[config.mk]
export PLATFORM = sky130hd
export DESIGN_NAME = mdu_hilo_flat
export DESIGN_NICKNAME = d
export VERILOG_FILES = /design/src/rtl/mdu_hilo_if.sv /design/src/rtl/mdu_hilo.sv /design/src/flat_wrapper.sv
export SDC_FILE = /design/constraint.sdc
export NUM_CORES = 1
export LEC_CHECK = 0
export CORE_MARGIN = 5
export CORE_UTILIZATION = 23
export DETAILED_ROUTE_END_ITERATION = 16
export HOLD_SLACK_MARGIN = 0.02
export MAX_ROUTING_LAYER = met4
export PLACE_DENSITY = 0.51
export SYNTH_ARGS = -nofsm -noshare
export SYNTH_HDL_FRONTEND = slang
export SYNTH_SLANG_ARGS = --single-unit
export TNS_END_PERCENT = 30
[constraint.sdc]
create_clock -name clk -period 3.9 [get_ports clk]
set_clock_uncertainty 0.05 [all_clocks]
set_input_delay 0.78 -clock clk [delete_from_list [all_inputs] [get_ports clk]]
set_output_delay 0.78 -clock clk [all_outputs]
set_load 0.05 [all_outputs]
[src/rtl/mdu_hilo_if.sv]
// Command/result bundle between the EX stage and the HI/LO multiply/divide unit.
interface mdu_hilo_if #(
  parameter int WIDTH = 32
);
  logic             start;
  logic [2:0]       op;
  logic [WIDTH-1:0] rs_val;
  logic [WIDTH-1:0] rt_val;
  logic             busy;
  logic             done;
  logic [WIDTH-1:0] hi;
  logic [WIDTH-1:0] lo;

  modport master (output start, op, rs_val, rt_val, input busy, done, hi, lo);
  modport slave  (input start, op, rs_val, rt_val, output busy, done, hi, lo);
endinterface

[src/rtl/mdu_hilo.sv]
// Iterative radix-2 multiply / restoring divide unit owning the MIPS HI/LO registers.
// Signed ops run on magnitudes and are sign-corrected in the FIN cycle.
module mdu_hilo #(
  parameter int WIDTH = 32
) (
  input  logic       clk,
  input  logic       rst,
  mdu_hilo_if.slave  bus
);
  localparam int CW = $clog2(WIDTH + 1);

  localparam logic [2:0] OP_MULT  = 3'd0;
  localparam logic [2:0] OP_MULTU = 3'd1;
  localparam logic [2:0] OP_DIV   = 3'd2;
  localparam logic [2:0] OP_DIVU  = 3'd3;
  localparam logic [2:0] OP_MTHI  = 3'd4;
  localparam logic [2:0] OP_MTLO  = 3'd5;

  typedef enum logic [1:0] {IDLE, RUN, FIN} state_e;

  state_e               state_q;
  logic [CW-1:0]        cnt_q;
  logic [2*WIDTH-1:0]   acc_q, acc_d;
  logic [WIDTH-1:0]     opb_q;
  logic                 is_div_q, neg_res_q, neg_rem_q, div0_q;
  logic                 busy_q, done_q;
  logic [WIDTH-1:0]     hi_q, lo_q;

  logic                 signed_op, op_div;
  logic [WIDTH-1:0]     abs_a, abs_b;
  logic [WIDTH:0]       mul_sum, rem_sh, div_diff;
  logic [2*WIDTH-1:0]   prod_fix;
  logic [WIDTH-1:0]     quot_fix, rem_fix;

  assign signed_op = (bus.op == OP_MULT) || (bus.op == OP_DIV);
  assign op_div    = (bus.op == OP_DIV)  || (bus.op == OP_DIVU);
  assign abs_a     = (signed_op && bus.rs_val[WIDTH-1]) ? -bus.rs_val : bus.rs_val;
  assign abs_b     = (signed_op && bus.rt_val[WIDTH-1]) ? -bus.rt_val : bus.rt_val;

  // acc_q holds {partial product, multiplier} for mult and {remainder, dividend/quotient} for div.
  always_comb begin
    mul_sum  = {1'b0, acc_q[2*WIDTH-1:WIDTH]} + (acc_q[0] ? {1'b0, opb_q} : {(WIDTH+1){1'b0}});
    rem_sh   = acc_q[2*WIDTH-1:WIDTH-1];
    div_diff = rem_sh - {1'b0, opb_q};
    if (is_div_q) begin
      if (!div_diff[WIDTH]) acc_d = {div_diff[WIDTH-1:0], acc_q[WIDTH-2:0], 1'b1};
      else                  acc_d = {rem_sh[WIDTH-1:0],   acc_q[WIDTH-2:0], 1'b0};
    end else begin
      acc_d = {mul_sum, acc_q[WIDTH-1:1]};
    end
  end

  // Divide-by-zero forces an all-ones quotient; the remainder path already reproduces rs_val.
  always_comb begin
    prod_fix = neg_res_q ? -acc_q : acc_q;
    rem_fix  = neg_rem_q ? -acc_q[2*WIDTH-1:WIDTH] : acc_q[2*WIDTH-1:WIDTH];
    if (div0_q)         quot_fix = {WIDTH{1'b1}};
    else if (neg_res_q) quot_fix = -acc_q[WIDTH-1:0];
    else                quot_fix = acc_q[WIDTH-1:0];
  end

  always_ff @(posedge clk) begin
    if (rst) begin
      state_q   <= IDLE;
      cnt_q     <= '0;
      acc_q     <= '0;
      opb_q     <= '0;
      is_div_q  <= 1'b0;
      neg_res_q <= 1'b0;
      neg_rem_q <= 1'b0;
      div0_q    <= 1'b0;
      busy_q    <= 1'b0;
      done_q    <= 1'b0;
      hi_q      <= '0;
      lo_q      <= '0;
    end else begin
      done_q <= 1'b0;
      unique case (state_q)
        IDLE: begin
          if (bus.start) begin
            case (bus.op)
              OP_MULT, OP_MULTU, OP_DIV, OP_DIVU: begin
                state_q   <= RUN;
                busy_q    <= 1'b1;
                cnt_q     <= '0;
                is_div_q  <= op_div;
                opb_q     <= abs_b;
                acc_q     <= {{WIDTH{1'b0}}, abs_a};
                neg_res_q <= signed_op && (bus.rs_val[WIDTH-1] ^ bus.rt_val[WIDTH-1]);
                neg_rem_q <= signed_op && bus.rs_val[WIDTH-1];
                div0_q    <= op_div && (bus.rt_val == '0);
              end
              OP_MTHI: hi_q <= bus.rs_val;
              OP_MTLO: lo_q <= bus.rs_val;
              default: ;
            endcase
          end
        end
        RUN: begin
          acc_q <= acc_d;
          cnt_q <= cnt_q + 1'b1;
          if (cnt_q == CW'(WIDTH - 1)) state_q <= FIN;
        end
        FIN: begin
          if (is_div_q) begin
            hi_q <= rem_fix;
            lo_q <= quot_fix;
          end else begin
            hi_q <= prod_fix[2*WIDTH-1:WIDTH];
            lo_q <= prod_fix[WIDTH-1:0];
          end
          done_q  <= 1'b1;
          busy_q  <= 1'b0;
          state_q <= IDLE;
        end
        default: state_q <= IDLE;
      endcase
    end
  end

  assign bus.busy = busy_q;
  assign bus.done = done_q;
  assign bus.hi   = hi_q;
  assign bus.lo   = lo_q;
endmodule

[src/flat_wrapper.sv]
// flat-port wrapper written by rule: the top's interface ports become plain ports
module mdu_hilo_flat 
#(
  parameter int WIDTH = 32
)
  (clk, rst, bus_start, bus_op, bus_rs_val, bus_rt_val, bus_busy, bus_done, bus_hi, bus_lo);
  mdu_hilo_if #(.WIDTH(WIDTH)) bus_i ();
  input  logic clk;
  input  logic rst;
  input wire logic [$bits(bus_i.start)-1:0] bus_start;
  input wire logic [$bits(bus_i.op)-1:0] bus_op;
  input wire logic [$bits(bus_i.rs_val)-1:0] bus_rs_val;
  input wire logic [$bits(bus_i.rt_val)-1:0] bus_rt_val;
  output wire logic [$bits(bus_i.busy)-1:0] bus_busy;
  output wire logic [$bits(bus_i.done)-1:0] bus_done;
  output wire logic [$bits(bus_i.hi)-1:0] bus_hi;
  output wire logic [$bits(bus_i.lo)-1:0] bus_lo;
  assign bus_i.start = bus_start;
  assign bus_i.op = bus_op;
  assign bus_i.rs_val = bus_rs_val;
  assign bus_i.rt_val = bus_rt_val;
  assign bus_busy = bus_i.busy;
  assign bus_done = bus_i.done;
  assign bus_hi = bus_i.hi;
  assign bus_lo = bus_i.lo;
  mdu_hilo #(.WIDTH(WIDTH)) u_core (.clk(clk), .rst(rst), .bus(bus_i));
endmodule
==> results of run 1 <==
kinds of logic after synthesis:
logic type      count (synthesis)
compound gates                575
xor+xnor                      175
fa+ha+maj                      71
buf+inv                       182
flops                         174
mux                            50
simple gates                  649
metrics by stage:
stage	utilization [%]	setup WS (ns)	hold WS (ns)	instances
global route	28.6	0.173	0.419	2800
CTS	28.6	0.392	0.405	2800
detailed placement	27.6	0.195	0.394	2769
global placement	27.6	0.154	0.396	2769
floorplan	-	0.760	0.382	1876
metal layers:
metal and global-route usage, %:
met5 -, met4 3.98, met3 2.70, met2 25.4, met1 21.2
==> flow_summary.yaml, run 1 <==
global_route:
  grtUsageTotal_pct: 15.9
  antenna_found_initial: 0
  grt_pass1_vias: 14000
  overflow: 0
  grt_pass1_wl_mm: 82.0
  grt_max_degree: 71
floorplan:
  io-pin-count: 136
  die_w_um: 256
  start_util_pct: 23.2
  row_count: 90
  die_y_um: 256
synth:
  synthMuxAreaShare_pct: 3.60
  yosysWarnings: 0
  yosys-top-cells-count: "nor2_1, nand2_1, a21oi_1"
  synth_compound_area_share_pct: 27.1
  synth_top_cell_by_area: "dfxtp_1"
  synth_edf_count: 0
  syn_area_per_cell_um2: 7.44
  post-synth-top-count-cell: "nor2_1"
  synth_fa_ha_area_share_pct: 6.47
  synth_area_leaders: "dfxtp_1, xnor2_1, a21oi_1"
  synth_cell_types: 74
  synthFlopType: "dfxtp_1"
  synthArstFlopShare_pct: 0
  synth-xor-area-share_pct: 11.0
  netlist.area_leader.share_pct: 24.9
  ys_seq_area_share_pct: 24.9
  yosys.area_share.simple_pct: 21.7
  synth-seq-cells: 174
  syn_nets: 2017
  synthCells: 1876
  synth_top_family_by_area: "compound AO/OA/AOI/OAI gates"
  syn_area_um2: 14000
clock_network:
  clockRootBuffer: "clkbuf_16"
  cts.sinks: 174
  htreeDepth: 4
  post-cts-setup-buffers: 0
  hold_buffers: 0
  cts_buffer_depth: 2
  cts_resized: 0
  cts_made_buffers: 17
run_status:
  haltStage: "detailed routing"
  status: "aborted with a tool error"
  firstError: "[ERROR DRT-0255] Maze Route cannot find path of net clk in worker of routeBox ( 241500 48300 ) ( 256395 96600 )."
place:
  placed_area_um2: 16600
  post-dp-hpwl_mm: 41.3
  routabilityCongestion: 0.908
  portBuffers: 135
==> inputs of run 2 (changes only) <==
--- a/config.mk
+++ b/config.mk
@@ -6,11 +6,9 @@
 export NUM_CORES = 1
 export LEC_CHECK = 0
 export CORE_MARGIN = 5
-export CORE_UTILIZATION = 23
+export CORE_UTILIZATION = 20
 export DETAILED_ROUTE_END_ITERATION = 16
-export HOLD_SLACK_MARGIN = 0.02
-export MAX_ROUTING_LAYER = met4
-export PLACE_DENSITY = 0.51
+export PLACE_DENSITY_LB_ADDON = 0.15
 export SYNTH_ARGS = -nofsm -noshare
 export SYNTH_HDL_FRONTEND = slang
 export SYNTH_SLANG_ARGS = --single-unit
==> run 2 against run 1 <==
The run now ends clean. Global-route usage down 0.44 points. Synthesized cell count unchanged. Synthesized area unchanged.
==> flow_summary.yaml, run 2 <==
synth:
  synth_area_leaders: "dfxtp_1, xnor2_1, a21oi_1"
  yosysWarnings: 0
  synthArstFlopShare_pct: 0
  syn_area_um2: 14000
  synthFlopType: "dfxtp_1"
  yosys-top-cells-count: "nor2_1, nand2_1, a21oi_1"
  synth-xor-area-share_pct: 11.0
  synth_top_family_by_area: "compound AO/OA/AOI/OAI gates"
  yosys.area_share.simple_pct: 21.7
  synth_fa_ha_area_share_pct: 6.47
  synth-seq-cells: 174
  syn_nets: 2017
  synth_cell_types: 74
  synthMuxAreaShare_pct: 3.60
  synth_top_cell_by_area: "dfxtp_1"
  synth_edf_count: 0
  post-synth-top-count-cell: "nor2_1"
  syn_area_per_cell_um2: 7.44
  synth_compound_area_share_pct: 27.1
  ys_seq_area_share_pct: 24.9
  synthCells: 1876
  netlist.area_leader.share_pct: 24.9
drt:
  ant_nets: 0
  totalWireLength_mm: 59.2
  viasPerCell: 4.82
  drc: 0
  drtIter0Drc: 892
  vias: 14300
  drtPass1Iterations: 5
  routedWlPerCell_um: 20.0
cells_and_area:
  area.growth.synth_to_final_pct: 25.5
  utilization_pct: 25.4
  fin_area_um2: 17500
  drive_gt1_share_pct: 8.95
  fillerInstances: 7740
  largest-register: "u_core.acc_q"
  layout_common_cells: "nor2_1, nand2_1, a21oi_1, dfxtp_1, clkdlybuf4s50_1"
  final_nets: 2163
  instances_no_fill: 2965
  multi_input_area_um2: 9810
  final_common_cell: "nor2_1"
  diodes: 0
  largest_reg_flops: 64
  seq_area_um2: 3480
floorplan:
  die_y_um: 274
  die_w_um: 274
  dieArea_um2: 75200
  start_util_pct: 20.3
  row_count: 96
  coreArea_um2: 68900
  io-pin-count: 136
sta:
  worstMarginPinSlew_ns: 1.05
  fmax_mhz: 275
  setup_tns_ns: 0
  grt_setup_unrepaired: "no"
  finalCriticalPeriod_ns: 3.64
  drv_slew: 0
  setup_viol: 0
  fin_crit_sh_pct: 93.3
  hold_viol_final: 0
  relSlewSlack_pct: 29.6
place:
  routabilityCongestion: 0.846
  dp.cells: 2931
  placed_area_um2: 16900
  portBuffers: 135
  post-dp-hpwl_mm: 46.3
setup_path:
  arrival_ns: 4.02
  crit_type: "flip-flop to flip-flop"
  cp-start-kind: "flip-flop"
  cp_max_fo: 26
  cp.required_ns: 4.28
  crit_path_end_kind: "flip-flop"
global_route:
  grt_pass1_vias: 14200
  antenna_found_initial: 0
  grtUsageTotal_pct: 15.5
  overflow: 0
  grt_pass1_wl_mm: 89.5
  grt_max_degree: 77
run_status:
  status: "finished clean"
clock_network:
  clk-insertion-delay-late_ns: 0.50
  clockRootBuffer: "clkbuf_16"
  cts_buffer_depth: 2
  htreeDepth: 4
  cts_made_buffers: 17
  cts.sinks: 174
  hold_buffers: 0
  clk_pin_slew_ns: 0.07
  cts_tree: "done"
pwr:
  powerDensity_nw_per_um2: 306
  p_leak_nw: 6.48
  irDropWorstVdd_v: 0.000257
  p_total_mw: 5.36
worst_hold_path:
  hold_class: "flip-flop to flip-flop"
run:
  drv_cap: 0
run 2: logic make-up after synthesis:
kind of cell             count (synthesis)
adder cells (fa/ha/maj)                 71
multiplexers                            50
AND/OR/NAND/NOR                        649
buffers and inverters                  182
flip-flops                             174
XOR/XNOR                               175
AO/OA/AOI/OAI                          575
run 2: final cells by class:
| cell class | count | share of cell area (%) |
|---|---|---|
| clock inverters | 13 | 1.01 |
| well taps | 931 | 6.65 |
| inverters | 63 | 1.35 |
| multi-input cells | 1520 | 56.0 |
| clock buffers | 18 | 2.51 |
| repair buffers | 246 | 12.6 |
| flip-flops and latches | 174 | 19.9 |
run 2: timing repair:
action                     CTS  global route
setup buffers                0             3
resized for setup            0             0
setup endpoints to repair    0            11
run 2: power by group:
part           internal (mW)  switching [mW]
logic                  0.573           0.901
registers               1.86          0.0985
clock network           1.04           0.887
total                   3.47            1.89
run 2: worst paths after layout:
check                     from           endpoint  slack, ns  cells past startpoint
max           u_core.acc_q[31]   u_core.acc_q[33]       0.26                     15
min          u_core.bus.lo[12]  u_core.bus.lo[12]       0.40                      2
max reg2reg   u_core.acc_q[31]   u_core.acc_q[33]       0.26                     15
min reg2reg  u_core.bus.lo[12]  u_core.bus.lo[12]       0.40                      2
run 2: worst max-delay path, stage by stage (launching register included):
cell,delay (ns)
dfxtp_1,0.42
inv_1,0.17
ha_1,0.26
fa_1,0.39
nand2b_1,0.19
a21oi_1,0.39
o211ai_1,0.23
a21oi_1,0.21
nor3_1,0.06
buf_4,0.15
xnor2_4,0.18
buf_4,0.16
buf_12,0.19
mux2i_1,0.21
o211ai_1,0.09
a21oi_1,0.18
run 2: routing by layer:
metal | track usage [%] | vias up | wire length [um]
met5 | 0 | - | 0
met3 | 2.50 | 55 | 2580
met4 | 4.12 | 0 | 1170
met2 | 25.9 | 336 | 27700
li1 | - | 7075 | -
met1 | 20.8 | 6825 | 27700
run 2: per-stage QoR:
step / setup slack [ns] / hold WS [ns]
after floorplan: 0.760 / 0.382
after global placement: 0.142 / 0.395
final: 0.263 / 0.404
after global routing: 0.0661 / 0.416
after detailed placement: 0.129 / 0.396
after CTS: 0.0771 / 0.407
Power figures use the tool's default switching activity.
